==> config.mk <==
export PLATFORM = sky130hd
export DESIGN_NAME = systolic_perf_monitor
export DESIGN_NICKNAME = d
export VERILOG_FILES = /design/src/rtl/systolic_perf_pkg.sv /design/src/rtl/perf_sat_counter.sv /design/src/rtl/systolic_perf_monitor.sv
export SDC_FILE = /design/constraint.sdc
export NUM_CORES = 1
export LEC_CHECK = 0
export CAP_MARGIN = 10
export CORE_ASPECT_RATIO = 0.5
export CORE_MARGIN = 2
export CORE_UTILIZATION = 31
export CTS_CLUSTER_DIAMETER = 200
export DETAILED_ROUTE_END_ITERATION = 6
export GPL_TIMING_DRIVEN = 0
export PLACE_DENSITY = 0.52
export SLEW_MARGIN = 0
export SYNTH_ARGS = -nofsm -noshare
export SYNTH_HDL_FRONTEND = slang
export SYNTH_SLANG_ARGS = --single-unit
==> constraint.sdc <==
create_clock -name clk_i -period 4.65 [get_ports clk_i]
set_input_delay 0.6975 -clock clk_i [delete_from_list [all_inputs] [get_ports clk_i]]
set_output_delay 0.6975 -clock clk_i [all_outputs]
set_load 0.05 [all_outputs]
==> src/rtl/systolic_perf_pkg.sv <==
// Shared types and sizing helpers for the systolic handshake performance monitor.
// Defines the FSM encoding, saturation-flag bit layout and quiet-counter sizing.
package systolic_perf_pkg;

  typedef enum logic [1:0] {
    PERF_IDLE  = 2'd0,
    PERF_ARMED = 2'd1,
    PERF_RUN   = 2'd2,
    PERF_DONE  = 2'd3
  } perf_state_e;

  // sat_o layout: cycles, then one bit per transfer counter, then one per stall counter
  localparam int unsigned SAT_CYCLES_BIT = 0;
  localparam int unsigned SAT_XFER_BASE  = 1;

  function automatic int unsigned sat_stall_base(input int unsigned channels);
    return SAT_XFER_BASE + channels;
  endfunction

  function automatic int unsigned quiet_width(input int unsigned limit);
    int unsigned w;
    w = $clog2(limit + 1);
    return (w < 1) ? 1 : w;
  endfunction

endpackage

==> src/rtl/perf_sat_counter.sv <==
// Saturating up-counter: one-cycle registered increment, holds at all-ones, never wraps.
// No backpressure; sticky sat flag raises when the value reaches all-ones, cleared by clear/reset.
module perf_sat_counter #(
  parameter int unsigned width_p = 32
) (
  input  logic               clk_i,
  input  logic               reset_i,
  input  logic               clear_i,
  input  logic               inc_i,
  output logic [width_p-1:0] value_o,
  output logic               sat_o
);

  localparam logic [width_p-1:0] max_lp = '1;

  always_ff @(posedge clk_i) begin
    if (!reset_i || clear_i) begin
      value_o <= '0;
      sat_o   <= 1'b0;
    end else if (inc_i && (value_o != max_lp)) begin
      value_o <= value_o + width_p'(1);
      if (value_o == (max_lp - width_p'(1))) begin
        sat_o <= 1'b1;
      end
    end
  end

endmodule

==> src/rtl/systolic_perf_monitor.sv <==
// On-chip window monitor for ready/valid channels: cycles, transfers, stalls, first-transfer latency.
// All results registered (one edge after cause); purely observes, never applies backpressure.
module systolic_perf_monitor
  import systolic_perf_pkg::*;
#(
  parameter int unsigned channels_p    = 2,
  parameter int unsigned ctr_width_p   = 32,
  parameter int unsigned lat_width_p   = 16,
  parameter int unsigned quiet_limit_p = 200
) (
  input  logic                              clk_i,
  input  logic                              reset_i,
  input  logic                              en_i,
  input  logic                              clear_i,
  input  logic                              start_i,
  input  logic                              stop_i,
  input  logic [channels_p-1:0]             valid_i,
  input  logic [channels_p-1:0]             ready_i,
  output perf_state_e                       state_o,
  output logic [ctr_width_p-1:0]            cycles_o,
  output logic [channels_p*ctr_width_p-1:0] xfer_count_o,
  output logic [channels_p*ctr_width_p-1:0] stall_count_o,
  output logic [channels_p*lat_width_p-1:0] first_lat_o,
  output logic [channels_p-1:0]             first_seen_o,
  output logic [2*channels_p:0]             sat_o
);

  localparam int unsigned quiet_w_lp    = quiet_width(quiet_limit_p);
  localparam int unsigned stall_base_lp = sat_stall_base(channels_p);

  perf_state_e             state_r, state_n;
  logic [quiet_w_lp-1:0]   quiet_r;
  logic [channels_p-1:0]   xfer, stall;
  logic                    any_xfer, active, counting, quiet_cycle, quiet_hit;

  assign xfer        = valid_i & ready_i;
  assign stall       = valid_i & ~ready_i;
  assign any_xfer    = |xfer;
  assign active      = (state_r == PERF_ARMED) || (state_r == PERF_RUN);
  assign counting    = en_i && active && !clear_i && !stop_i;
  assign quiet_cycle = counting && (state_r == PERF_RUN) && !any_xfer;

  generate
    if (quiet_limit_p == 0) begin : g_no_quiet
      assign quiet_hit = 1'b0;
    end else begin : g_quiet
      // Hit on the cycle that would make the run of quiet cycles reach the limit
      assign quiet_hit = quiet_cycle && (quiet_r == quiet_w_lp'(quiet_limit_p - 1));
    end
  endgenerate

  always_ff @(posedge clk_i) begin
    if (!reset_i) begin
      state_r <= PERF_IDLE;
    end else begin
      state_r <= state_n;
    end
  end

  always_comb begin
    state_n = state_r;
    if (clear_i) begin
      state_n = PERF_IDLE;
    end else if (en_i) begin
      case (state_r)
        PERF_IDLE:  if (start_i && !stop_i) state_n = PERF_ARMED;
        PERF_ARMED: begin
          if (stop_i)        state_n = PERF_DONE;
          else if (any_xfer) state_n = PERF_RUN;
        end
        PERF_RUN: begin
          if (stop_i || quiet_hit) state_n = PERF_DONE;
        end
        default:    state_n = state_r;
      endcase
    end
  end

  always_ff @(posedge clk_i) begin
    if (!reset_i || clear_i) begin
      quiet_r <= '0;
    end else if (counting && (state_r == PERF_RUN)) begin
      if (any_xfer) begin
        quiet_r <= '0;
      end else if (quiet_limit_p != 0) begin
        quiet_r <= quiet_r + quiet_w_lp'(1);
      end
    end
  end

  perf_sat_counter #(.width_p(ctr_width_p)) u_cycles (
    .clk_i   (clk_i),
    .reset_i (reset_i),
    .clear_i (clear_i),
    .inc_i   (counting),
    .value_o (cycles_o),
    .sat_o   (sat_o[SAT_CYCLES_BIT])
  );

  generate
    for (genvar c = 0; c < channels_p; c++) begin : g_chan
      perf_sat_counter #(.width_p(ctr_width_p)) u_xfer (
        .clk_i   (clk_i),
        .reset_i (reset_i),
        .clear_i (clear_i),
        .inc_i   (counting && xfer[c]),
        .value_o (xfer_count_o[c*ctr_width_p +: ctr_width_p]),
        .sat_o   (sat_o[SAT_XFER_BASE + c])
      );

      perf_sat_counter #(.width_p(ctr_width_p)) u_stall (
        .clk_i   (clk_i),
        .reset_i (reset_i),
        .clear_i (clear_i),
        .inc_i   (counting && stall[c]),
        .value_o (stall_count_o[c*ctr_width_p +: ctr_width_p]),
        .sat_o   (sat_o[stall_base_lp + c])
      );
    end
  endgenerate

  // Latency is the pre-increment cycle count, so a transfer in ARMED cycle k reports k
  always_ff @(posedge clk_i) begin
    if (!reset_i || clear_i) begin
      first_lat_o  <= '0;
      first_seen_o <= '0;
    end else if (counting) begin
      for (int c = 0; c < channels_p; c++) begin
        if (xfer[c] && !first_seen_o[c]) begin
          first_lat_o[c*lat_width_p +: lat_width_p] <= lat_width_p'(cycles_o);
          first_seen_o[c]                           <= 1'b1;
        end
      end
    end
  end

  assign state_o = state_r;

endmodule

==> results of run 1 <==
-- power groups by stage --
stage / logic [W] / clock network (W) / registers (W)
2_1_floorplan: 0.0000462 / 0 / 0.00183
3_3_place_gp: 0.0000964 / 0 / 0.00183
3_5_place_dp: 0.0000975 / 0 / 0.00183
4_1_cts: 0.0000977 / 0.00194 / 0.00179
5_1_grt: 0.000105 / 0.00200 / 0.00179
6_report: 0.0000979 / 0.00190 / 0.00179
-- stage by stage --
stage	area (um^2)	instances
2_1_floorplan	10500	1281
3_3_place_gp	13200	1932
3_5_place_dp	13200	1932
4_1_cts	13900	1970
5_1_grt	13900	1970
6_report	13900	1970
-- path summary, 6_finish.rpt --
path / cells past startpoint / from / to / slack [ns]
max: 10 / state_o[0] / first_lat_o[24] / 1.32
min: 2 / first_lat_o[11] / first_lat_o[11] / 0.46
max reg2reg: 10 / state_o[0] / first_lat_o[24] / 1.32
min reg2reg: 2 / first_lat_o[11] / first_lat_o[11] / 0.46
-- registers in the layout, indices dropped and copies added, names as in the netlist --
| signal | flops |
|---|---|
| first_lat_o | 32 |
| first_seen_o | 2 |
| g_chan.u_stall.sat_o | 2 |
| g_chan.u_stall.value_o | 64 |
| g_chan.u_xfer.sat_o | 2 |
| g_chan.u_xfer.value_o | 64 |
| quiet_r | 8 |
| state_o | 2 |
| u_cycles.sat_o | 1 |
| u_cycles.value_o | 32 |
-- layer usage --
layer / track usage / vias to the layer above / part of all wire
li1: - / 5258 / -
met1: 0.267 / 5265 / 0.45
met2: 0.344 / 207 / 0.49
met3: 0.0301 / 48 / 0.042
met4: 0.0436 / 0 / 0.018
met5: 0 / - / 0
-- layout by cell type, fill, tap and decap left out, drive strengths merged, types with 23 or more instances in the layout --
| cell | synthesis | routed |
|---|---|---|
| clkdlybuf4s50 | 0 | 210 |
| dfxtp | 209 | 209 |
| nand2 | 165 | 165 |
| a21oi | 137 | 137 |
| nor2 | 78 | 78 |
| clkbuf | 45 | 76 |
| nand4 | 69 | 69 |
| o21ai | 54 | 54 |
| nand3 | 51 | 51 |
| or3 | 49 | 49 |
| or4 | 44 | 44 |
| o31ai | 35 | 35 |
| and3 | 28 | 28 |
| xnor2 | 28 | 28 |
| inv | 27 | 27 |
| nand2b | 26 | 26 |
| nor4 | 25 | 25 |
| and4 | 23 | 23 |
-- cells in the mapped netlist, types with 2 or more instances --
cell       instances  area share
o21ai_0           48       0.023
dfxtp_1          209        0.40
and3_1            28       0.017
nand4_1           68       0.040
a31o_2             5      0.0042
nor4bb_1           2      0.0019
a21oi_1          136       0.065
nor2b_1            5      0.0030
o31ai_1           35       0.025
nor2_1            78       0.028
buf_4              6      0.0043
mux2i_1           21       0.020
or3_1             49       0.029
nand2b_1          26       0.015
o21a_1             3      0.0021
nand4b_1           6      0.0050
nor4_2             4      0.0048
o21ai_1            6      0.0029
o211ai_1           8      0.0057
nor3_2             4      0.0038
nor4b_1            4      0.0033
nor4_1            20       0.012
buf_6              2      0.0021
and2_1            12      0.0071
clkbuf_1          45       0.016
o31a_1             3      0.0025
a41o_1             5      0.0048
or4_4              2      0.0021
or4_1             42       0.030
a211oi_1          17       0.012
xnor2_1           28       0.023
or2_2              3      0.0018
buf_1              2     0.00071
o41ai_1            2      0.0017
or4b_1             2      0.0019
nand2_1          164       0.059
buf_2             11      0.0052
and4_1            23       0.019
a2111oi_0          3      0.0025
xor2_1             7      0.0058
a31oi_1           12      0.0071
ha_1              15       0.018
inv_1             27      0.0096
nor3_1             8      0.0038
nand3_1           51       0.024
-- final cells by class --
| class | count | area [um^2] |
|---|---|---|
| sequential | 209 | 4180 |
| tap | 441 | 552 |
| multi-input combinational | 979 | 5930 |
| buffer | 66 | 299 |
| timing repair buffer | 210 | 2100 |
| clock inverter | 7 | 85.1 |
| fill | 3329 | 19300 |
| inverter | 27 | 101 |
| clock buffer | 31 | 676 |
-- cells by family after synthesis --
logic type,share of synthesized area
adders and majority gates,0.0178
and+or+nand+nor,0.326
muxes,0.0200
xor gates and xnor gates,0.0291
DFF,0.398
AOI/OAI and AO/OA,0.171
buffers and inverters,0.0381
-- worst register-to-register path, stage by stage (launching register included) --
cell,delay (ns)
dfxtp_1,0.42
inv_1,0.11
ha_1,0.41
and4bb_1,0.28
buf_4,0.25
buf_2,0.32
nand2_1,0.19
nor2_1,0.59
clkbuf_1,0.43
nand2_1,0.12
a21oi_1,0.13
==> flow_metrics.py, run 1 <==
metrics = {
    "timing": {
        "fin_skew_ns": 0.00913,
        "slew-limit-headroom": 0.213,
        "tns_ns": 0,
        "fin_hold_ws_ns": 0.458,
        "slew_viol_final": 0,
        "fmax_mhz": 300,
        "min_period_ns": 3.33,
        "setup_viol_count_final": 0,
        "rsz0062_at_grt": "no",
        "tightest_slew_ns": 1.17,
        "fin_ws_ns": 1.32,
        "finalHoldViolCount": 0,
        "period_share": 0.717,
    },
    "setup_path": {
        "crit_top_cell": "nand2_1",
        "crit_type": "reg -> reg",
        "worstPathCellList": "inv_1, ha_1, and4bb_1, buf_4, buf_2, nand2_1, nor2_1, clkbuf_1, nand2_1, a21oi_1",
        "end_kind": "register",
        "cp-start-kind": "register",
        "cp_max_fo": 10,
        "critical_path_required_ns": 5.09,
        "critPathBufInv": 4,
        "cpMaxStageDelayCell": "nor2_1",
        "crit_arrival_ns": 3.77,
        "path_delay_family": "simple AND/OR/NAND/NOR gates",
        "critPathMaxStageDelay_ns": 0.59,
    },
    "finish": {
        "synthToLayoutAreaGrowth_pct": 32.5,
        "fin_nets": 1540,
        "fin_util": 0.419,
        "drive_above_1_share": 0.0549,
        "diodes": 0,
    },
    "pwr": {
        "p_int_w": 0.00293,
        "sw_frac_of_total": 0.226,
        "total_power_w": 0.00379,
        "clockPowerShare": 0.501,
        "seqPwrFrac": 0.473,
        "power.density_nw_per_um2": 272,
        "vdd_ir_drop_max_mv": 0.227,
        "p_leak_nw": 4.16,
        "p_comb_frac": 0.026,
        "p_sw_w": 0.000856,
    },
    "global_route": {
        "grt_first_pass_wirelength_um": 57600,
        "gr-total-overflow": 0,
        "grt_pass1_vias": 10200,
        "antenna_found_initial": 0,
        "grt_usage": 0.200,
        "grt_start_max_net_pins": 14,
    },
    "routing": {
        "viasPerCell": 5.47,
        "drtPass1Iterations": 5,
        "wl_per_cell_um": 18.5,
        "wirelength_um": 36500,
        "drc": 0,
        "ant_nets": 0,
        "drt_iter0_markers": 716,
        "vias": 10800,
    },
    "synth": {
        "synth_ff_type": "dfxtp_1",
        "synth_cell_types": 69,
        "synth_nets": 1306,
        "syn-mean-instance-area_um2": 8.21,
        "ys_warn_count": 0,
        "ys_seq_elements": 209,
        "synth-seq-area-share": 0.398,
        "synth_edf_count": 0,
        "synthArstFlopShare": 0,
        "syn_area_um2": 10500,
        "syn_inst": 1281,
    },
    "place": {
        "dp_slack_ns": 0.916,
        "gp_congestion": 0.878,
        "port_buffers": 210,
        "post-dp-hpwl_um": 27200,
    },
    "clock_network": {
        "cts-root-buf": "clkbuf_16",
        "cts-resized-gates": 0,
        "cts_buffers": 22,
        "clock_path_buffers": 3,
        "cts_setup_buffers": 0,
        "clk_latency_ns": 0.52,
        "cts_tree": "built",
        "cts_sinks": 209,
        "clk_pin_slew_ns": 0.07,
        "h-tree-depth": 1,
        "cts_hold_buf": 0,
    },
    "floorplan": {
        "die_height_um": 134,
        "die_x_um": 265,
        "initial_core_util": 0.317,
        "row_count": 47,
        "core-area_um2": 33200,
        "ioPinCount": 211,
        "die_area_um2": 35500,
    },
    "run": {
        "drv_cap": 0,
    },
    "worst_hold_path": {
        "hold_path_class": "reg -> reg",
    },
    "run_status": {
        "status": "finished, final reports clean",
    },
}
No activity file was read; power rests on OpenSTA's default activity.
==> inputs of run 2 (changes only) <==
- PLACE_DENSITY: 0.52 -> 0.54
- clock period: 4.65 -> 3.03 ns (I/O delays scaled with it)
==> flow_metrics.py, run 2 (same netlist as run 1, synthesis figures left out) <==
metrics = {
    "floorplan": {
        "row_count": 47,
        "core-area_um2": 33200,
        "die_height_um": 134,
        "die_area_um2": 35500,
        "ioPinCount": 211,
        "die_x_um": 265,
        "initial_core_util": 0.317,
    },
    "clock_network": {
        "h-tree-depth": 1,
        "clk_pin_slew_ns": 0.06,
        "cts_sinks": 209,
        "cts_tree": "built",
        "cts_buffers": 22,
        "cts_setup_buffers": 0,
        "clock_path_buffers": 3,
        "clk_latency_ns": 0.52,
        "cts-root-buf": "clkbuf_16",
    },
    "setup_path": {
        "critical_path_required_ns": 3.48,
        "path_delay_family": "simple AND/OR/NAND/NOR gates",
        "critPathCapture": "g_chan[0].u_stall.value_o[26]",
        "critPathBufInv": 2,
        "timing.rr.start": "state_o[0]",
        "cp-start-kind": "register",
        "r2r-end": "g_chan[0].u_stall.value_o[26]",
        "critPathMaxStageDelay_ns": 0.58,
        "rrSetupSlack_ns": 0.16,
        "worstPathCellList": "inv_1, ha_1, nand4bb_4, buf_6, nor4_2, nand4_1, or3_1, a21oi_1",
        "worst_r2r_path_depth": 8,
        "end_kind": "register",
        "crit_arrival_ns": 3.32,
        "crit_start": "state_o[0]",
        "cp_max_fo": 10,
        "crit_type": "reg -> reg",
        "crit_cells": 8,
        "cpMaxStageDelayCell": "nor4_2",
    },
    "timing": {
        "rsz0062_at_grt": "no",
        "slew-limit-headroom": 0.265,
        "min_period_ns": 2.87,
        "setup_viol_count_final": 0,
        "period_share": 0.946,
        "fin_hold_ws_ns": 0.457,
        "finalHoldViolCount": 0,
        "slew_viol_final": 0,
        "fin_skew_ns": 0.00808,
        "fmax_mhz": 349,
        "tightest_slew_ns": 1.09,
        "fin_ws_ns": 0.163,
    },
    "run_status": {
        "status": "finished, final reports clean",
    },
    "finish": {
        "reg_top3": "g_chan.u_stall.value_o x64, g_chan.u_xfer.value_o x64",
        "fin_nets": 1540,
        "final_cell_mix": "clkdlybuf4s50_1, dfxtp_1, nand2_1",
        "final_common_cell": "clkdlybuf4s50_1",
        "synthToLayoutAreaGrowth_pct": 32.1,
        "diodes": 0,
        "fin_util": 0.418,
        "nFillCells": 3334,
        "drive_above_1_share": 0.0549,
    },
    "place": {
        "port_buffers": 210,
        "gp_congestion": 0.862,
        "post-dp-hpwl_um": 27200,
        "dp_slack_ns": -0.414,
    },
    "pwr": {
        "vdd_ir_drop_max_mv": 0.266,
        "total_power_w": 0.00560,
        "p_leak_nw": 4.12,
        "power.density_nw_per_um2": 403,
    },
    "global_route": {
        "antenna_found_initial": 0,
        "grt_pass1_vias": 10300,
        "grt_start_max_net_pins": 14,
        "grt_first_pass_wirelength_um": 57700,
        "gr-total-overflow": 0,
        "grt_usage": 0.200,
    },
    "worst_hold_path": {
        "hold_path_class": "reg -> reg",
        "hold_depth": 2,
    },
    "routing": {
        "drtPass1Iterations": 5,
        "viasPerCell": 5.54,
        "vias": 10900,
        "ant_nets": 0,
        "drc": 0,
        "wl_per_cell_um": 18.6,
        "drt_iter0_markers": 756,
        "wirelength_um": 36600,
    },
    "run": {
        "drv_cap": 0,
    },
}
## run 2: cell count changes in the layout (fill, tap and decap cells not counted)
cell,before,now
nor2_4,0,1
a2111oi_1,0,1
nor2_1,78,77
buf_2,11,10
clkinv_2,5,4
nor4b_1,4,1
clkbuf_8,7,3
clkbuf_1,46,50
clkbuf_2,0,2
bufinv_16,2,1
a2111oi_0,3,2
nor4b_2,1,4
clkbuf_4,0,1
## run 2: what timing repair did
| action | CTS | global route |
|---|---|---|
| hold buffers | 0 | 0 |
| gates resized for setup | 2 | 8 |
| setup endpoints to repair | 10 | 23 |
## run 2: worst min path at each step
stage / endpoint / start
final: first_lat_o[18] / first_lat_o[18]
after global placement: first_lat_o[18] / first_lat_o[18]
after CTS: first_lat_o[13] / first_lat_o[13]
after global routing: first_lat_o[11] / first_lat_o[11]
after detailed placement: first_lat_o[13] / first_lat_o[13]
after floorplan: u_cycles.sat_o / u_cycles.sat_o
## run 2: area by class of cell
type / count / area [um^2] / area share
Buffer: 66 / 304 / 0.0219
Clock buffer: 33 / 643 / 0.0463
Clock inverter: 5 / 50.0 / 0.00360
Timing Repair Buffer: 210 / 2100 / 0.151
Tap cell: 441 / 552 / 0.0397
Multi-Input combinational cell: 979 / 5960 / 0.429
Sequential cell: 209 / 4180 / 0.301
Inverter: 27 / 101 / 0.00729
## run 2: worst min-delay path: cells and delay by family (launching register included)
family / cells / cell delay, ns
AO/OA/AOI/OAI: 1 / 0.05
flip-flops: 1 / 0.31
AND/OR/NAND/NOR: 1 / 0.05
## run 2: report_power, final
group          total (W)  internal (W)  switching (W)
sequential       0.00275       0.00275     0.00000105
clock            0.00270       0.00155        0.00115
combinational   0.000150     0.0000340       0.000116
total            0.00560       0.00433        0.00127
## run 2: per-layer routing
layer  global-route usage  vias up  wire [um]
li1                     -     5267          -
met1                0.264     5335      16300
met2                0.345      252      17900
met3               0.0296       57       1610
met4               0.0527        0        789
met5                    0        -          0
## run 2: metrics by stage
step                      instance area [um^2]  cells  TNS, ns
after floorplan                          10500   1281        0
after global placement                   13200   1932   -16.88
after detailed placement                 13200   1932   -19.88
after CTS                                13900   1970        0
after global routing                     13900   1970        0
final                                    13900   1970        0
==> variant, RTL diff (config.mk and constraints of run 1) <==
Reset style: asynchronous (`reset_i`), changed in one clocked block.
--- a/src/rtl/systolic_perf_monitor.sv
+++ b/src/rtl/systolic_perf_monitor.sv
@@ -49,7 +49,7 @@
     end
   endgenerate
 
-  always_ff @(posedge clk_i) begin
+  always_ff @(posedge clk_i or negedge reset_i) begin
     if (!reset_i) begin
       state_r <= PERF_IDLE;
     end else begin
Check against the original RTL: differs if reset_i is asserted again (counterexample within 4 cycles, from zero or initial values and one cycle with reset_i low); with reset_i held inactive, the same outputs for 4 cycles.
==> variant against run 1 <==
- sequential cell count stayed put
- routed wire length increased by 0.77%
- sequential share of layout area grew 0.56 points
- total power fell by 2.6%
- setup slack worse by 0.071 ns
- final area fell by 1.6%
- area after synthesis is 1.6% lower
- die area down 1.6%
- sequential power about the same
==> variant: results (changes against run 1) <==
- Lkg Pwr: 0.004087 µW (-1.6%)
- Final Skew: 0.01350 ns (+0.004369 ns)
- First-pass GRT wire length: 56,860 µm (-1.3%)
- R2R Setup Slk: 1.25 ns (-0.07 ns)
- Layout Nets: 1,543 (+0.19%)
- Cell variety after synth: 63 (-8.7%)
- Pin count of the biggest net entering global routing: 13 (-1)
- Vias per std cell: 5.460 (-0.21%)
- Routed length on met1: 16,650 µm (+0.20%)
- CTS Buf Count: 23 (+4.5%)
- DRT Wirelength: 36,810 µm (+0.77%)
- Hold Crit Class: in -> async
- Vias in the first global route: 9,905 (-2.9%)
- Status: complete, no violations
- DRT iter0 DRCs: 695 (-2.9%)
- FFs w/ async S/R, synth: 0.9569% (+0.96 points)
- Post-synthesis sequential area ratio: 40.52% (+0.74 points)
- Relative slew slack: 31.29% (+9.9 points)
- DP HPWL: 27,160 µm (-0.16%)
- R2r startpoint: state_o[1]
- Antenna violations before repair: 1 (+1)
- R2r worst-path depth: 9 (-1)
- VDD IR-drop max: 0.0001525 V (-33%)
- Syn_nets: 1,308 (+0.15%)
- Hold slack: 0.4068 ns (-0.05106 ns)
- Sw Ratio: 23.26% (+0.66 points)
- Max stage delay on crit path: 0.55 ns (-0.04 ns)
- Layout cells sized above 1: 4.172% (-1.3 points)
- DR WL met3: 1540 µm (-0.32%)
- Routability congestion estimate: 0.8395 (-4.4%)
- Most frequent cells after synthesis: 207 x dfxtp_1, 176 x nand2_1, 116 x a21oi_1
- GRT Total Usage: 20.22% (+0.21 points)
- Top cells by area, synth: dfxtp_1 40%, nand2_1 6.4%, a21oi_1 5.6%
- CP arrival: 3.83 ns (+0.06 ns)
==> variant: stage by stage <==
step                      std cells  total power [µW]  area (µm²)  utilization [%]  setup WS (ns)
after floorplan                1284              1901       10350                -          1.737
after global placement         1935              1963       13010            39.42         0.8708
after detailed placement       1935              1965       13010            39.42         0.7968
after CTS                      1975              3724       13710            41.56          1.305
after global routing           1975              3813       13710            41.56          1.078
final                          1975              3688       13710            41.56          1.246
==> variant: power groups by stage <==
stage          Sequential (µW)  Combinational [µW]  Clock, µW
2_1_floorplan             1840                62.3          0
4_1_cts                   1790                 131       1800
5_1_grt                   1790                 140       1880
3_5_place_dp              1830                 130          0
3_3_place_gp              1830                 129          0
6_report                  1790                 131       1760
==> variant: area by class of cell <==
type	count	area [µm²]
fill	3272	19280
clock inverter	3	17.52
tap	441	551.8
timing repair buffer	210	2102
sequential	209	4194
clock buffer	37	688.2
buffer	74	309.0
multi-input combinational	972	5739
inverter	29	108.9
==> variant: worst max-delay path by stage <==
stage | slack, ns | endpoint | startpoint | cells past startpoint
after global routing | 1.08 | first_lat_o[23] | state_o[1] | 9
after global placement | 0.87 | g_chan[1].u_xfer.value_o[25] | reset_i | 7
after floorplan | 1.74 | g_chan[1].u_stall.value_o[25] | state_o[0] | 8
final | 1.25 | first_lat_o[23] | state_o[1] | 9
after detailed placement | 0.80 | g_chan[1].u_xfer.value_o[25] | reset_i | 7
after CTS | 1.31 | first_lat_o[23] | state_o[1] | 9
==> variant: cell families (layout without fill, tap and decap cells) <==
| family | count (synthesis) | in the layout | share of synthesized area, % |
|---|---|---|---|
| adder cells (fa/ha/maj) | 14 | 14 | 1.692 |
| flip-flops | 209 | 209 | 40.52 |
| AND/OR/NAND/NOR | 614 | 614 | 31.49 |
| buffers and inverters | 103 | 353 | 4.037 |
| XOR/XNOR | 36 | 36 | 3.046 |
| multiplexers | 22 | 22 | 2.127 |
| AO/OA/AOI/OAI | 286 | 286 | 17.09 |
==> variant: metal layers <==
metal | vias to the layer above | global-route usage (%)
li1 | 5204 | -
met1 | 5288 | 27.08
met2 | 254 | 35.15
met3 | 37 | 2.532
met4 | 0 | 4.183
met5 | - | 0
